--- src/rtl/uart_tx_fifo.sv ---
// uart_tx_fifo
// Transmit buffer placed directly upstream of the UART transmitter.
// Bytes written on the register side are queued in a DEPTH-entry FIFO.
// One byte at a time is handed to the transmitter as data_o together with
// a single-cycle start_tx_o pulse. The next byte is not launched until the
// transmitter reports completion on trans_fi_i.
//
// Ports:
//   clk, reset_n              clock, asynchronous active-low reset
//   wr_en_i, wr_data_i        write strobe and byte to enqueue
//   flush_i                   synchronous FIFO clear (pointers and count)
//   tx_en_i                   gates new frame launches only
//   trans_fi_i                transmitter frame-finished pulse
//   clr_ovf_i                 clears the sticky overflow flag
//   data_o, start_tx_o        byte and launch pulse to the transmitter
//   full_o, empty_o, count_o  FIFO occupancy
//   busy_o                    a frame is being launched or is in flight
//   tx_done_o                 one-cycle pulse after a frame completes
//   overflow_o                sticky: a write was dropped because full
module uart_tx_fifo #(
  parameter int DATA_WIDTH = 8,
  parameter int DEPTH      = 16,
  parameter int CNT_W      = $clog2(DEPTH + 1)
) (
  input  logic                  clk,
  input  logic                  reset_n,
  input  logic                  wr_en_i,
  input  logic [DATA_WIDTH-1:0] wr_data_i,
  input  logic                  flush_i,
  input  logic                  tx_en_i,
  input  logic                  trans_fi_i,
  input  logic                  clr_ovf_i,
  output logic [DATA_WIDTH-1:0] data_o,
  output logic                  start_tx_o,
  output logic                  full_o,
  output logic                  empty_o,
  output logic [CNT_W-1:0]      count_o,
  output logic                  busy_o,
  output logic                  tx_done_o,
  output logic                  overflow_o
);

  localparam int PTR_W = $clog2(DEPTH);

  typedef enum logic [1:0] {
    ST_IDLE  = 2'd0,
    ST_START = 2'd1,
    ST_WAIT  = 2'd2
  } state_t;

  logic [DATA_WIDTH-1:0] mem_q [DEPTH];

  state_t                state_q, state_d;
  logic [PTR_W-1:0]      wr_ptr_q, wr_ptr_d;
  logic [PTR_W-1:0]      rd_ptr_q, rd_ptr_d;
  logic [CNT_W-1:0]      count_q, count_d;
  logic [DATA_WIDTH-1:0] data_q, data_d;
  logic                  tx_done_q, tx_done_d;
  logic                  ovf_q, ovf_d;

  logic full, empty, wr_accept, pop;

  // Occupancy decisions use the pre-edge count, so a pop in the same cycle
  // never makes room for a write. Flush overrides both write and pop.
  assign full      = (count_q == CNT_W'(DEPTH));
  assign empty     = (count_q == '0);
  assign wr_accept = wr_en_i && !full && !flush_i;
  assign pop       = (state_q == ST_IDLE) && tx_en_i && !empty && !flush_i;

  always_comb begin
    state_d   = state_q;
    wr_ptr_d  = wr_ptr_q;
    rd_ptr_d  = rd_ptr_q;
    count_d   = count_q;
    data_d    = data_q;
    tx_done_d = 1'b0;
    ovf_d     = ovf_q;

    case (state_q)
      ST_IDLE:  if (pop) state_d = ST_START;
      ST_START: state_d = ST_WAIT;
      ST_WAIT: begin
        if (trans_fi_i) begin
          state_d   = ST_IDLE;
          tx_done_d = 1'b1;
        end
      end
      default:  state_d = ST_IDLE;
    endcase

    if (pop) begin
      data_d   = mem_q[rd_ptr_q];
      rd_ptr_d = rd_ptr_q + PTR_W'(1);
    end
    if (wr_accept) begin
      wr_ptr_d = wr_ptr_q + PTR_W'(1);
    end

    case ({wr_accept, pop})
      2'b10:   count_d = count_q + CNT_W'(1);
      2'b01:   count_d = count_q - CNT_W'(1);
      default: count_d = count_q;
    endcase

    if (flush_i) begin
      wr_ptr_d = '0;
      rd_ptr_d = '0;
      count_d  = '0;
    end

    // Set has priority over clear so a drop in the clearing cycle is kept.
    if (wr_en_i && full) begin
      ovf_d = 1'b1;
    end else if (clr_ovf_i) begin
      ovf_d = 1'b0;
    end
  end

  always_ff @(posedge clk or negedge reset_n) begin
    if (!reset_n) begin
      state_q   <= ST_IDLE;
      wr_ptr_q  <= '0;
      rd_ptr_q  <= '0;
      count_q   <= '0;
      data_q    <= '0;
      tx_done_q <= 1'b0;
      ovf_q     <= 1'b0;
    end else begin
      state_q   <= state_d;
      wr_ptr_q  <= wr_ptr_d;
      rd_ptr_q  <= rd_ptr_d;
      count_q   <= count_d;
      data_q    <= data_d;
      tx_done_q <= tx_done_d;
      ovf_q     <= ovf_d;
    end
  end

  // Storage has no reset so it can map onto block/distributed RAM.
  always_ff @(posedge clk) begin
    if (wr_accept) begin
      mem_q[wr_ptr_q] <= wr_data_i;
    end
  end

  assign data_o     = data_q;
  assign start_tx_o = (state_q == ST_START);
  assign full_o     = full;
  assign empty_o    = empty;
  assign count_o    = count_q;
  assign busy_o     = (state_q != ST_IDLE);
  assign tx_done_o  = tx_done_q;
  assign overflow_o = ovf_q;

endmodule

--- config.mk ---
export PLATFORM = sky130hd
export DESIGN_NAME = uart_tx_fifo
export DESIGN_NICKNAME = d
export VERILOG_FILES = /design/src/rtl/uart_tx_fifo.sv
export SDC_FILE = /design/constraint.sdc
export NUM_CORES = 1
export LEC_CHECK = 0
export ABC_AREA = 1
export CAP_MARGIN = 10
export CORE_MARGIN = 5
export CORE_UTILIZATION = 32
export CTS_CLUSTER_SIZE = 24
export DETAILED_ROUTE_END_ITERATION = 8
export DONT_BUFFER_PORTS = 1
export SLEW_MARGIN = 40
export SYNTH_ARGS = -nofsm -noshare
export SYNTH_HDL_FRONTEND = slang
export SYNTH_SLANG_ARGS = --single-unit
--- constraint.sdc ---
create_clock -name clk -period 2.75 [get_ports clk]
set_input_delay 0.4125 -clock clk [delete_from_list [all_inputs] [get_ports clk]]
set_output_delay 0.4125 -clock clk [all_outputs]
set_load 0.02 [all_outputs]
==> impl_results.md <==
- Status: completed
- Clock root buffer master: clkbuf_16
- Final hold viol count: 0
- Placed Area: 6940 µm²
- Pre-antenna DRT Iters: 5
- Slowest library cell on the worst path: dfrtp_1
- Period utilization: just over 80%
- GRT Util Overall: approximately an eighth
- Share of cells above drive strength 1: 12.9%
- Post-synth cell types: 29
- Worst skew pair latency: 0.42 ns
- Die Width: 153 µm
- Core area: 20200 µm²
- Initial core utilization: between 30% and 40%
- Vias per cell: 4.72
- Yosys warns: 0
- Hold Crit Class: primary input to register
- Post-DP HPWL: between 9000 and 10000 µm
- Die height: about 150 µm
- Routed Antenna Nets: 0
- Initial antenna violation count: 0
- Critical path's top delay family: simple AND/OR/NAND/NOR gates
- Max_cap viols: 0
- Setup tns final: 0 ns
- Pleak: 0.00280 µW
- Mapped Area: between 6000 and 7000 µm²
- CP Data Required Time: 3.06 ns
- PortBufs: 0
- CP Capture Type: register
- Syn Nets: 619
- CP max FO: 7
- CP Buf/Inv Count: 2
- Max stage delay on crit path: 0.50 ns
- CTS H-tree lvls: 4
- TritonCTS clock tree: yes
- Fin crit period: 2.28 ns
- Clk sinks: 153
- WL final: 14800 µm
- GR Overflow Total: 0
- Synth Instances: 595
- DRT iter0 DRCs: 415
- Cts repair resizes: 0
- Most frequent CP cell: nand2_1
- Fin area: 7550 µm²
- Slew headroom: 50.2%
- CTS clk-pin slew, worst paths: ~0.060 ns
- FF+latch count, synth: 153
- Critical path, cell by cell: nor2_2 -> nand3_2 -> nand2_2 -> inv_2 -> nor2_2 -> ha_1 -> a21oi_1 -> nand3_1 -> nand2_1 -> inv_1 -> nand2_1 -> nand2_1 -> nand2_1 -> nand2_1
- Total power: 6890 µW
- Fin nets: 638
- # IOs: 34
- Hold slack: 0.0859 ns
- Vias in the first global route: around 4.2k
- Clk_skew: about 0.0085 ns
- TritonCTS Buffers: 17
- Inst Count DP: 863
- Routability cong.: between 0.7 and 0.8
- Row count: 52
- Crit path from: count_o[1]
- Final setup violation count: 0
- Area delta synth->final: 15.0%
- Post-route DRC: 0
- Vias: 4228
- Max Root-Sink Buffers: 2
- First-pass GRT wire length: 23900 µm
- Die area: 23500 µm²
- Type of origin of the critical path: register
- Worst-margin pin slew: 0.747 ns
- Main flop type after synthesis: edfxtp_1
- Pin count of the biggest net entering global routing: 67
- Sequential fraction of the synthesis area: slightly below 70%
- VDD IR max: 0.000516 V
- Hold wc startpoint: wr_data_i[3]
- Crit path DAT: 2.58 ns
- Ys async rst share: 16.3%
- Routed wire per std cell: 16.6 µm
- Post-Layout Cell Count: 896
- RSZ-0062 raised after global routing: no
- Max Fclk: approximately 440 MHz
- Antenna fix cells: 0
- Reg2Reg Launch Point: count_o[1]
- Critical path type: register to register
- EDFF count, synth: 128
- Mean post-synth cell area: 11.0 µm²
- Pins Over Slew Limit: 0
- Power Density: 913 nW/µm²
registers in the layout, indices dropped and copies added, names as in the netlist:
register	flops
wr_ptr_q	4
count_o	5
tx_done_o	1
overflow_o	1
rd_ptr_q	4
data_o	8
mem_q	128
state_q	2
layer usage:
layer / global-route usage (%) / vias up / wire [µm]
li1: - / 2074 / -
met1: 17.0 / 2049 / 6560
met2: 21.7 / 94 / 7450
met3: 2.94 / 11 / 598
met4: 4.79 / 0 / 220
met5: 0 / - / 0
through the flow:
stage	worst slack, ns	utilization (%)
after detailed placement	0.465	34.3
after floorplan	0.689	-
after global routing	0.242	37.3
after global placement	0.481	34.3
final	0.472	37.3
after CTS	0.449	37.3
cell usage in the layout, fill, tap and decap left out, drive strengths merged:
master	Yosys	final
edfxtp	128	128
nand2	126	126
nor2	116	116
nand3	65	65
o21ai	62	62
buf	20	26
dfrtp	25	25
inv	20	22
clkbuf	7	18
ha	8	8
nor3	7	7
clkinv	2	7
a21oi	5	5
bufinv	0	3
clkinvlp	0	3
xnor2	1	1
xor2	1	1
nand3b	1	1
fa	1	1
dlygate4sd3	0	1
worst register-to-register path, delay by kind of cell, from the launching register on:
kind	cells	cell delay, ns
adder cells (fa/ha/maj)	1	0.30
AND/OR/NAND/NOR	10	1.05
AO/OA/AOI/OAI	1	0.18
flip-flops	1	0.50
buffers and inverters	2	0.13
cell usage after synthesis, types with 2 or more instances:
master	number	area, µm²
nand2_2	6	37.5
nand3_1	62	310
nor3_1	7	35.0
nor2_4	3	33.8
inv_1	13	48.8
clkinv_1	2	7.51
edfxtp_1	128	3840
buf_4	5	37.5
ha_1	8	100
buf_2	9	45.0
o21ai_0	32	160
nor2_2	2	12.5
dfrtp_1	25	626
clkbuf_1	7	26.3
a21oi_1	5	25.0
nand3_4	2	35.0
nand2_1	119	447
o21ai_1	26	130
nor2_1	111	417
buf_6	5	56.3
inv_2	7	26.3
o21ai_2	4	35.0
report_power, final:
| group | switching, µW | internal, µW |
|---|---|---|
| logic | 1170 | 537 |
| registers | 229 | 2650 |
| clock network | 889 | 1410 |
area by class of cell:
class	count	area, µm²
Fill cell	1930	12700
Sequential cell	153	4470
Multi-Input combinational cell	393	1840
Clock buffer	18	429
Tap cell	270	338
Timing Repair Buffer	27	230
Clock inverter	13	153
Inverter	22	82.6
path summary, 6_finish.rpt:
check	endpoint	slack, ns	depth (start not counted)
setup / recovery	count_o[4]	0.47	14
hold / removal	mem_q[6][3]	0.09	0
setup reg to reg	count_o[4]	0.47	14
hold reg to reg	tx_done_o	0.46	1
max in group asynchronous	rd_ptr_q[0]	2.16	2
min in group asynchronous	data_o[5]	0.43	2
repair_timing:
action                     in CTS  in global routing
setup buffers                   0                  0
hold endpoints to repair       25                  0
setup endpoints to repair       0                  0
hold buffers                    2                  0
cell families after synthesis:
group           after synthesis  synth area share [%]
fa+ha+maj                     9                  1.83
compound gates               67                  5.34
buf+inv                      49                  3.83
xor+xnor                      2                 0.267
flops                       153                  68.1
simple gates                315                  20.7
Power figures use the tool's default switching activity.
